<file path="src/rtl/ac97_pkg.sv">
`default_nettype none
// +----------------------------------------------------------------------------+
// | ac97_pkg : AC97 frame geometry, tag bit indices and receiver state type    |
// | rev 1.0  : initial release                                                 |
// +----------------------------------------------------------------------------+
package ac97_pkg;

    localparam int SLOT0_W     = 16;
    localparam int SLOT_W      = 20;
    localparam int FRAME_BITS  = 256;
    localparam int RX_LAST_BIT = 95;
    localparam int RX_BITS     = RX_LAST_BIT + 1;

    localparam int TAG_READY = 15;
    localparam int TAG_SLOT1 = 14;
    localparam int TAG_SLOT2 = 13;
    localparam int TAG_SLOT3 = 12;
    localparam int TAG_SLOT4 = 11;

    typedef enum logic [0:0] {
        HUNT = 1'b0,
        RECV = 1'b1
    } rx_state_t;

    // LSB position of slot n (n >= 1) inside an MSB-first RX_BITS shift register
    function automatic int slot_lsb(input int n);
        return RX_BITS - SLOT0_W - SLOT_W * n;
    endfunction

endpackage : ac97_pkg
`default_nettype wire

</file>
<file path="src/rtl/ac97_edge_sync.sv">
`default_nettype none
// +----------------------------------------------------------------------------+
// | ac97_edge_sync : synchronizes bit_clk/sync/sdata_in, strobes on bit_clk fall|
// | rev 1.0        : initial release                                           |
// +----------------------------------------------------------------------------+
module ac97_edge_sync #(
    parameter int SYNC_STAGES = 2
) (
    input  logic clock,
    input  logic reset,
    input  logic bit_clk,
    input  logic sync,
    input  logic sdata_in,
    output logic sample,
    output logic sync_s,
    output logic sdata_s
);

    logic [SYNC_STAGES-1:0] bclk_sr;
    logic [SYNC_STAGES-1:0] sync_sr;
    logic [SYNC_STAGES-1:0] sdat_sr;
    logic                   bclk_prev;

    // Equal-depth chains keep the three inputs mutually aligned after sync
    always_ff @(posedge clock) begin
        if (!reset) begin
            bclk_sr   <= '0;
            sync_sr   <= '0;
            sdat_sr   <= '0;
            bclk_prev <= 1'b0;
        end else begin
            bclk_sr   <= {bclk_sr[SYNC_STAGES-2:0], bit_clk};
            sync_sr   <= {sync_sr[SYNC_STAGES-2:0], sync};
            sdat_sr   <= {sdat_sr[SYNC_STAGES-2:0], sdata_in};
            bclk_prev <= bclk_sr[SYNC_STAGES-1];
        end
    end

    assign sample  = bclk_prev & ~bclk_sr[SYNC_STAGES-1];
    assign sync_s  = sync_sr[SYNC_STAGES-1];
    assign sdata_s = sdat_sr[SYNC_STAGES-1];

endmodule : ac97_edge_sync
`default_nettype wire

</file>
<file path="src/rtl/ac97_sdin_rx.sv">
`default_nettype none
// +----------------------------------------------------------------------------+
// | ac97_sdin_rx : AC97 SDATA_IN deserializer (tag, status, capture PCM)       |
// | Optional bit_clk stall watchdog: AC97_RX_BITCLK_WATCHDOG_EN                |
// | rev 1.0      : initial release                                             |
// +----------------------------------------------------------------------------+
module ac97_sdin_rx
    import ac97_pkg::*;
#(
`ifdef AC97_RX_BITCLK_WATCHDOG_EN
    parameter int WD_CYCLES   = 64,
`endif
    parameter int SYNC_STAGES = 2
) (
    input  logic        clock,
    input  logic        reset,
    input  logic        bit_clk,
    input  logic        sync,
    input  logic        sdata_in,
    output logic        locked,
    output logic        codec_ready,
    output logic [15:0] tag,
    output logic [6:0]  status_addr,
    output logic [15:0] status_data,
    output logic        status_valid,
    output logic [19:0] pcm_left,
    output logic [19:0] pcm_right,
    output logic        pcm_valid,
    output logic        frame_err
);

    localparam int        TAG_LSB  = RX_BITS - SLOT0_W;
    localparam int        S1_LSB   = slot_lsb(1);
    localparam int        S2_LSB   = slot_lsb(2);
    localparam int        S3_LSB   = slot_lsb(3);
    localparam int        S4_LSB   = slot_lsb(4);
    localparam logic [7:0] LAST_CNT = 8'(FRAME_BITS - 1);
    localparam logic [7:0] PUB_CNT  = 8'(RX_LAST_BIT - 1);

    logic               sample;
    logic               sync_s;
    logic               sdata_s;
    logic               prev_sync;
    logic               frame_start;
    logic               wd_expired;

    rx_state_t          state;
    rx_state_t          state_next;
    logic [7:0]         bit_cnt;
    logic [7:0]         bit_cnt_next;
    logic [RX_BITS-1:0] shreg;
    logic [RX_BITS-1:0] shreg_next;
    logic               publish;
    logic               publish_next;
    logic               err_next;

    ac97_edge_sync #(
        .SYNC_STAGES (SYNC_STAGES)
    ) u_edge_sync (
        .clock    (clock),
        .reset    (reset),
        .bit_clk  (bit_clk),
        .sync     (sync),
        .sdata_in (sdata_in),
        .sample   (sample),
        .sync_s   (sync_s),
        .sdata_s  (sdata_s)
    );

    assign frame_start = sample & sync_s & ~prev_sync;

`ifdef AC97_RX_BITCLK_WATCHDOG_EN
    localparam int WD_W = $clog2(WD_CYCLES + 1);

    logic [WD_W-1:0] wd_cnt;

    // Cycles since the last sample event, saturating so expiry fires only once
    always_ff @(posedge clock) begin
        if (!reset) begin
            wd_cnt <= '0;
        end else if (sample) begin
            wd_cnt <= '0;
        end else if (wd_cnt != WD_W'(WD_CYCLES)) begin
            wd_cnt <= wd_cnt + 1'b1;
        end
    end

    assign wd_expired = (wd_cnt == WD_W'(WD_CYCLES));
`else
    assign wd_expired = 1'b0;
`endif

    always_ff @(posedge clock) begin
        if (!reset) begin
            state     <= HUNT;
            bit_cnt   <= '0;
            shreg     <= '0;
            publish   <= 1'b0;
            prev_sync <= 1'b0;
            frame_err <= 1'b0;
        end else begin
            state     <= state_next;
            bit_cnt   <= bit_cnt_next;
            shreg     <= shreg_next;
            publish   <= publish_next;
            frame_err <= err_next;
            if (sample) begin
                prev_sync <= sync_s;
            end
        end
    end

    always_comb begin
        state_next   = state;
        bit_cnt_next = bit_cnt;
        shreg_next   = shreg;
        publish_next = 1'b0;
        err_next     = 1'b0;

        if (wd_expired && (state == RECV) && !sample) begin
            state_next = HUNT;
            err_next   = 1'b1;
        end else if (sample) begin
            case (state)
                HUNT: begin
                    if (frame_start) begin
                        state_next   = RECV;
                        bit_cnt_next = '0;
                        shreg_next   = {shreg[RX_BITS-2:0], sdata_s};
                    end
                end
                RECV: begin
                    shreg_next = {shreg[RX_BITS-2:0], sdata_s};
                    if (frame_start) begin
                        // An early SYNC resynchronizes in place rather than hunting
                        bit_cnt_next = '0;
                        err_next     = (bit_cnt != LAST_CNT);
                    end else if (bit_cnt == LAST_CNT) begin
                        state_next = HUNT;
                        err_next   = 1'b1;
                    end else begin
                        bit_cnt_next = bit_cnt + 8'd1;
                        publish_next = (bit_cnt == PUB_CNT);
                    end
                end
                default: begin
                    state_next = HUNT;
                end
            endcase
        end
    end

    assign locked = (state == RECV);

    always_ff @(posedge clock) begin
        if (!reset) begin
            codec_ready  <= 1'b0;
            tag          <= '0;
            status_addr  <= '0;
            status_data  <= '0;
            status_valid <= 1'b0;
            pcm_left     <= '0;
            pcm_right    <= '0;
            pcm_valid    <= 1'b0;
        end else begin
            status_valid <= 1'b0;
            pcm_valid    <= 1'b0;
            if (publish) begin
                codec_ready  <= shreg[TAG_LSB + TAG_READY];
                tag          <= shreg[TAG_LSB +: SLOT0_W];
                status_addr  <= shreg[S1_LSB + 12 +: 7];
                status_data  <= shreg[S2_LSB + 4 +: 16];
                pcm_left     <= shreg[S3_LSB +: SLOT_W];
                pcm_right    <= shreg[S4_LSB +: SLOT_W];
                status_valid <= shreg[TAG_LSB + TAG_SLOT1] & shreg[TAG_LSB + TAG_SLOT2];
                pcm_valid    <= shreg[TAG_LSB + TAG_SLOT3] & shreg[TAG_LSB + TAG_SLOT4];
            end
        end
    end

endmodule : ac97_sdin_rx
`default_nettype wire
</file>
<file path="config.mk">
export PLATFORM = sky130hd
export DESIGN_NAME = ac97_sdin_rx
export DESIGN_NICKNAME = d
export VERILOG_FILES = /design/src/rtl/ac97_pkg.sv /design/src/rtl/ac97_edge_sync.sv /design/src/rtl/ac97_sdin_rx.sv
export SDC_FILE = /design/constraint.sdc
export NUM_CORES = 1
export LEC_CHECK = 0
export CAP_MARGIN = 0
export CORE_ASPECT_RATIO = 1.5
export CORE_UTILIZATION = 35
export DETAILED_ROUTE_END_ITERATION = 6
export SLEW_MARGIN = 20
export SYNTH_ARGS = -nofsm -noshare
export SYNTH_HDL_FRONTEND = slang
export SYNTH_SLANG_ARGS = --single-unit
</file>
<file path="constraint.sdc">
create_clock -name clock -period 2.08 [get_ports clock]
set_input_delay 0.624 -clock clock [delete_from_list [all_inputs] [get_ports clock]]
set_output_delay 0.624 -clock clock [all_outputs]
set_load 0.01 [all_outputs]
</file>
==> metrics <==
status finished clean; hpwl dp 8.057 mm; EDFF count, synth 0; clock latency at the later pin of the worst-skew pair 0.44 ns; Vert. Die Dim 179.6 µm; CTS buffer count 17; Site Rows 64; WL final 13.63 mm; Slew Viols, Final 0; Met3 Wirelength 528 µm; highest metal used met4; WL/cell 12.43 µm; Psw 1.562 mW; postcts setup bufs 0; cell at the slowest stage of the critical path clkdlybuf4s50_1; Post-CTS Resized 1; core area 0.02050 mm²; ys async rst share 0%; 1st-iter DRT viols 325; Yosys top cell by area dfxtp_1; filler instances 2060; initial antenna violation count 0; Final TNS setup 0 ns; Initial Util 35.90%; count leader, synth nand2_1; Max-Cap Viols 0; Peak Freq 501.7 MHz; GRT overflow 0; critical path's top delay family buffers and inverters; post-synthesis sequential area ratio 53.32%; layout cells sized above 1 5.642%; CTS Root Cell clkbuf_16; Arr. time, crit path 1.37 ns; pwr/cell area 772.5 mW/mm²; Static Leakage 2.824 nW; Primary FF master, synth dfxtp_1; first-pass GRT wire length 23.12 mm; Metal-1 WL 6.236 mm; syn_area_per_cell 9.722 µm²; dpl cells 1065; Die X 120.4 µm; Area contributors post-synth dfxtp_1, mux2i_1, nand2_1; cells after synthesis 757; vias in the first global route 4843; Ports 89; critical path peak fanout 6; #FFs+latches synth 196; clock-pin slew on the worst setup and hold paths 0.07 ns; total track usage 13.28%; Comb pwr share 1.7%; largest net degree at the start of global routing 112; worst slack, placed 0.4077 ns; Final ANT Viol Nets 0; final worst slack 0.08697 ns; Post-Syn Area 0.007360 mm²; share of the synthesized area in the top cell type 53.32%; Tcrit/Tclk final 95.82%; actual slew at the worst max-slew pin 0.4318 ns; CP cell instances clkdlybuf4s50_1; fin cells 1097; sequential power share 54.1%; Post-synth top cells nand2_1, dfxtp_1, mux2i_1; port bufs 88; RSZ-0062 raised after global routing no; Via Count 5066; RD Place Congestion 0.6784; Clock Power Share 44.2%; Crit. End Element output port; startpoint types flip-flop; H-tree levels 4; Final nets 828; hold_buf cts 0; die area 0.02162 mm²; hold_ws 0.4396 ns; P&R area growth vs syn 22.15%; endpoints failing hold 0; Clock Skew 0.008642 ns; maximum vdd drop 0.4449 mV; min-delay worst type reg -> reg; Sink Count 196; DR WL met2 6.663 mm; drt first pass iters 4; Critical Path RT 1.46 ns; Crit path buffers/inverters 1; Vias/cell 4.618; Pwr Total 6.945 mW; clk buf depth 2; worst setup path category reg -> out; Slew headroom 71.21%; CTS tree built; antenna cells 0; # setup viols final 0; Pint 5.383 mW; Ys Warns 0; switching share of power 22.49%; min Tclk post-route 1.993 ns; CP peak stage delay 0.56 ns; Synthesized Nets 765; Cell variety after synth 39; Residual DRC 0
-- area by class of cell --
| type | count | area [µm²] | share of cell area (%) |
|---|---|---|---|
| flip-flops and latches | 196 | 3929 | 43.70 |
| repair buffers | 96 | 1026 | 11.41 |
| well taps | 264 | 330.3 | 3.674 |
| multi-input cells | 506 | 3148 | 35.02 |
| clock inverters | 14 | 116.4 | 1.294 |
| clock buffers | 18 | 429.2 | 4.774 |
| inverters | 3 | 11.26 | 0.1253 |
-- cell usage in the layout (no fill, tap or decap), types with 2 or more instances in the layout --
| cell type | count |
|---|---|
| nor4_1 | 2 |
| ha_1 | 3 |
| xor2_1 | 3 |
| o2111ai_1 | 3 |
| a21boi_1 | 40 |
| nand3_1 | 3 |
| clkinv_2 | 2 |
| nor2_1 | 7 |
| mux2i_1 | 81 |
| a21boi_0 | 56 |
| clkinv_4 | 3 |
| nand4_1 | 2 |
| dfxtp_1 | 194 |
| inv_1 | 2 |
| and4_1 | 2 |
| nor2b_1 | 80 |
| nand2_1 | 198 |
| buf_4 | 2 |
| clkdlybuf4s50_1 | 87 |
| clkbuf_16 | 17 |
| inv_6 | 7 |
| and2_1 | 8 |
| buf_12 | 7 |
-- path summary, 6_finish.rpt --
check	from	endpoint	slack, ns	cells after the start
max	locked$_SDFFE_PN0N_	locked	0.09	1
min	u_edge_sync.bclk_sr[0]$_SDFF_PN0_	u_edge_sync.bclk_sr[1]$_SDFF_PN0_	0.44	1
max reg2reg	bit_cnt[1]$_SDFFE_PN0P_	bit_cnt[5]$_SDFFE_PN0P_	0.47	5
min reg2reg	u_edge_sync.bclk_sr[0]$_SDFF_PN0_	u_edge_sync.bclk_sr[1]$_SDFF_PN0_	0.44	1
-- registers in the layout (all words and copies together), names as in the netlist, 2 cells and up --
register,cells
bit_cnt,8
pcm_left,20
pcm_right,20
shreg,96
status_addr,7
status_data,16
tag,15
u_edge_sync.bclk_sr,2
u_edge_sync.sdat_sr,2
u_edge_sync.sync_sr,2
-- per-layer routing --
metal,track usage (%),vias to the layer above
met1,15.14,2366
met5,0,-
met3,4.600,11
met4,4.593,0
met2,22.80,71
li1,-,2618
-- worst reg2reg max path: stages, from the launching register on --
cell,delay (ns)
dfxtp_1,0.39
ha_1,0.22
nand4_1,0.29
o2111ai_1,0.38
xor2_1,0.17
nor2_1,0.05
-- logic make-up (layout without fill, tap and decap cells) --
logic type / after synthesis / after routing / synth area share [%]
xor gates and xnor gates: 4 / 4 / 0.4761
muxes: 81 / 81 / 11.02
adders and majority gates: 3 / 3 / 0.5101
DFF: 196 / 196 / 53.32
and+or+nand+nor: 312 / 312 / 19.87
AOI/OAI and AO/OA: 106 / 106 / 10.90
buffers and inverters: 55 / 131 / 3.910
-- power groups by stage --
stage | sequential (mW) | clock (mW) | combinational, mW
floorplan | 3.84 | 0 | 0.0921
global placement | 3.84 | 0 | 0.124
detailed placement | 3.84 | 0 | 0.123
CTS | 3.76 | 3.20 | 0.123
global route | 3.76 | 3.34 | 0.130
finish | 3.76 | 3.07 | 0.120
-- through the flow --
step                cell area (µm²)  utilization [%]
finish                         8990            43.85
global route                   8990            43.85
CTS                            8990            43.85
detailed placement             8443            41.19
global placement               8443            41.19
floorplan                      7360                -
Power figures use the tool's default switching activity.
==> RTL change 1: new RTL, same flow settings <==
Set the package constant `RX_LAST_BIT` to 190 (it was 95).
--- a/src/rtl/ac97_pkg.sv
+++ b/src/rtl/ac97_pkg.sv
@@ -9,5 +9,5 @@
     localparam int SLOT_W      = 20;
     localparam int FRAME_BITS  = 256;
-    localparam int RX_LAST_BIT = 95;
+    localparam int RX_LAST_BIT = 190;
     localparam int RX_BITS     = RX_LAST_BIT + 1;
 
Function: same outputs for any inputs over 10 cycles, from zero or initial values and one cycle with reset low; that may be too few to reach the edited logic, so the function may still have changed.
==> RTL change 1 against the original RTL <==
  * Routed wire length up 43%
  * Total power increased by 53%
  * Cell area grew 38%
  * Setup slack worse by 36 ps
  * Sequential share of layout area up 3.2 points
  * Sequential power rose by 48%
  * Hold slack got worse by 7.6 ps
  * Sequential cell count grew 95
  * Register-to-register slack worse by 40 ps
  * Synthesized area rose by 38%
  * Clock skew is 1.1 ps higher
  * Highest routed layer unchanged
==> RTL change 1: results (changes against the original RTL) <==
- Synthesis Warnings: 0 (unchanged)
- Top cells by count, synth: nand2_1 (389), dfxtp_1 (291), a21oi_1 (196), nor2_1 (82), mux2i_1 (80) (was nand2_1 (198), dfxtp_1 (196), mux2i_1 (81), nor2b_1 (80), a21boi_0 (56))
- Wire length per cell: 11.9 µm (was 12.4 µm)
- Family with the most delay on the worst path: buffers and inverters (unchanged)
- Final GP Congestion: 0.773 (was 0.678)
- GR Layer Usage met2: 24.3% (was 22.8%)
- Asr flop ratio synth: 0% (unchanged)
- Layout cells sized above 1: 5.51% (was 5.64%)
- Run status: finished clean (unchanged)
- Met1 wire length: 8610 µm (was 6240 µm)
- Top post-synthesis cells by area: dfxtp_1 (57%), nand2_1 (14%), a21oi_1 (9.6%) (was dfxtp_1 (53%), mux2i_1 (11%), nand2_1 (10%))
- Clock Skew: 9.75 ps (was 8.64 ps)
- Clk buf depth: 3 (was 2)
- CP max stage delay: 540 ps (was 560 ps)
- Drt first-iter violations: 466 (was 325)
- Sequential fraction of the synthesis area: 57.3% (was 53.3%)
- Gr usage total: 13.4% (was 13.3%)
- Gate Count Post-Synth: 1179 (was 757)
- Vias in the first global route: 7252 (was 4843)
- Antenna Cells: 0 (unchanged)
- Reg2reg path depth: 5 (unchanged)
- Critical Path AT: 1410 ps (was 1370 ps)
- Fin cells: 1643 (was 1097)
- Critical Path Source: pcm_right[13]$_SDFFE_PN0P_ (was locked$_SDFFE_PN0N_)
- Slowest cell on crit path: clkdlybuf4s50_1 (unchanged)
- RR Startpoint: bit_cnt[0]$_SDFFE_PN0P_ (was bit_cnt[1]$_SDFFE_PN0P_)
- Root Driver: clkbuf_16 (unchanged)
- Worst hold stages: 2 (was 1)
- Clock latency on the worst-skew pair: 530 ps (was 440 ps)
- Slew headroom: 72.4% (was 71.2%)
- Max FO, Critical Path: 2 (was 6)
- Drt first pass iters: 5 (was 4)
- Hold Crit Class: reg2reg (unchanged)
- Total number of vias: 7694 (was 5066)
- HPWL after DPL: 11700 µm (was 8060 µm)
- IR drop worst, VDD: 622 µV (was 445 µV)
- Distinct cells, synth: 35 (was 39)
- H-tree depth: 1 (was 4)
- WL met2: 9760 µm (was 6660 µm)
- Grt met3 use: 2.11% (was 4.60%)
- Largest regs: shreg (191), pcm_left (20), pcm_right (20) (was shreg (96), pcm_left (20), pcm_right (20))
- Port bufs: 88 (unchanged)
- Largest net degree at the start of global routing: 89 (was 112)
- Met1 Resource Use GR: 15.7% (was 15.1%)
- Layout fillers: 2832 (was 2060)
- Met3 Wirelength: 713 µm (was 528 µm)
- Top Layer Used: met4 (unchanged)
- Clock-pin slew on the worst setup and hold paths: 70 ps (about the same)
- Static Leak: 4.54 nW (was 2.82 nW)
- Hold path start: u_edge_sync.sdat_sr[1]$_SDFF_PN0_ (was u_edge_sync.bclk_sr[0]$_SDFF_PN0_)
- First-pass GRT wire length: 33600 µm (was 23100 µm)
- R2R Setup Slk: 430 ps (was 470 ps)
- CTS Buf Count: 27 (was 17)
- Initial antenna violation count: 0 (unchanged)
- Pre-CTS WS: 174 ps (was 408 ps)
RTL change 1: cell count changes after synthesis, moves of 13 or more:
cell / unedited run / this run
nor2_1: 7 / 82
a21boi_1: 40 / 0
buf_2: 20 / 45
nand2_1: 198 / 389
dfxtp_1: 196 / 291
nor2b_1: 80 / 1
clkbuf_1: 21 / 34
a21oi_1: 1 / 196
a21boi_0: 56 / 0
RTL change 1: logic make-up after synthesis:
family	after synthesis	synth area share [%]
fa+ha+maj	3	0.369
mux	80	7.87
compound gates	214	11.0
simple gates	502	19.5
flops	291	57.3
buf+inv	89	4.02
RTL change 1: what timing repair did:
action,4_1_cts,5_1_grt
gates resized for setup,19,27
setup endpoints to repair,19,27
buffers inserted,0,0
pin swaps,0,0
RTL change 1: metrics by stage:
step	power, mW	hold WS (ps)	cell area, µm²	utilization (%)
after global placement	5.87	417	11500	40.2
final	10.6	432	12400	43.4
after floorplan	5.80	412	10200	-
after global routing	11.0	443	12400	43.4
after detailed placement	5.87	424	11500	40.2
after CTS	10.8	434	12400	43.2
RTL change 1: path summary, 6_finish.rpt:
path / to
worst max-delay path: pcm_right[13]
worst min-delay path: shreg[0]$_SDFFE_PN0P_
worst max register to register: frame_err$_SDFF_PN0_
worst min register to register: shreg[0]$_SDFFE_PN0P_
RTL change 1: cell type report:
cell class              instances  area, µm²  area share, %
well taps                     390        488           3.93
inverters                       5       26.3          0.211
repair buffers                110       1260           10.2
clock inverters                11        141           1.14
multi-input cells             799       3940           31.7
flip-flops and latches        291       5830           46.9
clock buffers                  37        733           5.90
RTL change 1: power breakdown:
group          leakage [nW]  total [mW]  internal, mW  switching (mW)
Clock                 0.420        4.90          2.84            2.05
Sequential             2.34        5.58          5.58         0.00309
Combinational          1.77       0.158        0.0454           0.113
==> RTL change 2: new RTL, same settings <==
Without the edit above. Compare `bit_cnt` against `PUB_CNT` with >= in place of ==.
--- a/src/rtl/ac97_sdin_rx.sv
+++ b/src/rtl/ac97_sdin_rx.sv
@@ -141,5 +141,5 @@
                     end else begin
                         bit_cnt_next = bit_cnt + 8'd1;
-                        publish_next = (bit_cnt == PUB_CNT);
+                        publish_next = (bit_cnt >= PUB_CNT);
                     end
                 end
Check against the original RTL: no difference found for any inputs over 10 cycles, from zero or initial values and one cycle with reset low; that may be too few to reach the edited logic, so the function may still have changed.
==> RTL change 2 against the original RTL <==
  * Count of clock-buffer cells in the layout stayed put
  * Setup slack better by 12 ps
  * Sequential cell count did not move
  * Non-clock buffer count increased by 4
  * Critical path type unchanged
  * Cell area up 1.2%
  * Total power is 4.1% higher
  * Routed wire length is 2.0% higher
  * Synthesized area grew 0.26%
==> RTL change 2: results (changes against the original RTL) <==
- Max FO, Critical Path: 3 (was 6)
- HPWL after DPL: 8750 µm (was 8060 µm)
- Hold path start: u_edge_sync.sync_sr[0]$_SDFF_PN0_ (was u_edge_sync.bclk_sr[0]$_SDFF_PN0_)
- Run status: finished clean (unchanged)
- Clock Skew: 7.83 ps (was 8.64 ps)
- Pre-CTS WS: 464 ps (was 408 ps)
- Inverter count: 4 (was 3)
- Sequential fraction of the synthesis area: 53.2% (was 53.3%)
- Drt first-iter violations: 220 (was 325)
- Top cells by count, synth: nand2_1 (197), dfxtp_1 (196), mux2i_1 (81), nor2b_1 (81), a21boi_0 (56) (was nand2_1 (198), dfxtp_1 (196), mux2i_1 (81), nor2b_1 (80), a21boi_0 (56))
- Total number of vias: 5040 (was 5066)
- Fraction of area in multi-input gates: 34.8% (was 35.0%)
- Wire length per cell: 12.6 µm (was 12.4 µm)
- Via/cell ratio: 4.57 (was 4.62)
- Gr usage total: 13.3% (about the same)
- Mux share of post-synthesis cell area: 11.0% (about the same)
- Non-Clock Buffer Area Fraction: 11.6% (was 11.4%)
- Final layout net count: 835 (was 828)
- Sequential share of cell area: 43.2% (was 43.7%)
- Layout fillers: 2039 (was 2060)
- Post-Synth XOR/XNOR Area: 0.119% (was 0.476%)
- Clock buffers and inverters, area share: 6.65% (was 6.07%)
- Final Hold Slack: 435 ps (was 440 ps)
- Slew headroom: 72.6% (was 71.2%)
- Gate Count Post-Synth: 759 (was 757)
- Power density cells: 795 mW/mm² (was 772 mW/mm²)
- Final GP Congestion: 0.731 (was 0.678)
- Compound-Gate Fraction of Synth Area: 11.3% (was 10.9%)
- Top post-synthesis cells by area: dfxtp_1 (53%), mux2i_1 (11%), nand2_1 (10%) (unchanged)
- Critical Path Source: codec_ready$_SDFFE_PN0P_ (was locked$_SDFFE_PN0N_)
- Tmin final: 1980 ps (was 1990 ps)
- IR drop worst, VDD: 438 µV (was 445 µV)
- Synthesized Nets: 767 (was 765)
- Area after DPL: 0.00849 mm² (was 0.00844 mm²)
- Static Leak: 2.86 nW (was 2.82 nW)
- Distinct cells, synth: 38 (was 39)
- Non-CTS buffers: 100 (was 96)
- Total die area: 0.0217 mm² (was 0.0216 mm²)
- Comb_multi_in: 508 (was 506)
- Adder-cell area share of the yosys netlist: 0.509% (was 0.510%)
RTL change 2: changes by cell type in the layout (fill, tap and decap cells not counted), moves of 3 or more:
cell	change
buf_4	+4
a21oi_1	+3
inv_6	-3
o2111ai_1	-3
xor2_1	-3
RTL change 2: worst paths after layout:
path | to
worst max-delay path | codec_ready
worst max register to register | shreg[52]$_SDFFE_PN0P_
worst min register to register | u_edge_sync.sync_sr[1]$_SDFF_PN0_
worst min-delay path | u_edge_sync.sync_sr[1]$_SDFF_PN0_
RTL change 2: routing by layer:
metal | global-route usage, % | vias up | routed length, µm
li1 | - | 2615 | -
met1 | 15.8 | 2332 | 6370
met2 | 22.6 | 74 | 6750
met3 | 3.43 | 19 | 492
met4 | 5.48 | 0 | 291
met5 | 0 | - | 0
RTL change 2: power by group:
group / internal [mW] / leakage (nW) / switching (mW)
logic: 0.0632 / 0.989 / 0.0588
registers: 3.75 / 1.58 / 0.00269
clock network: 1.85 / 0.294 / 1.50
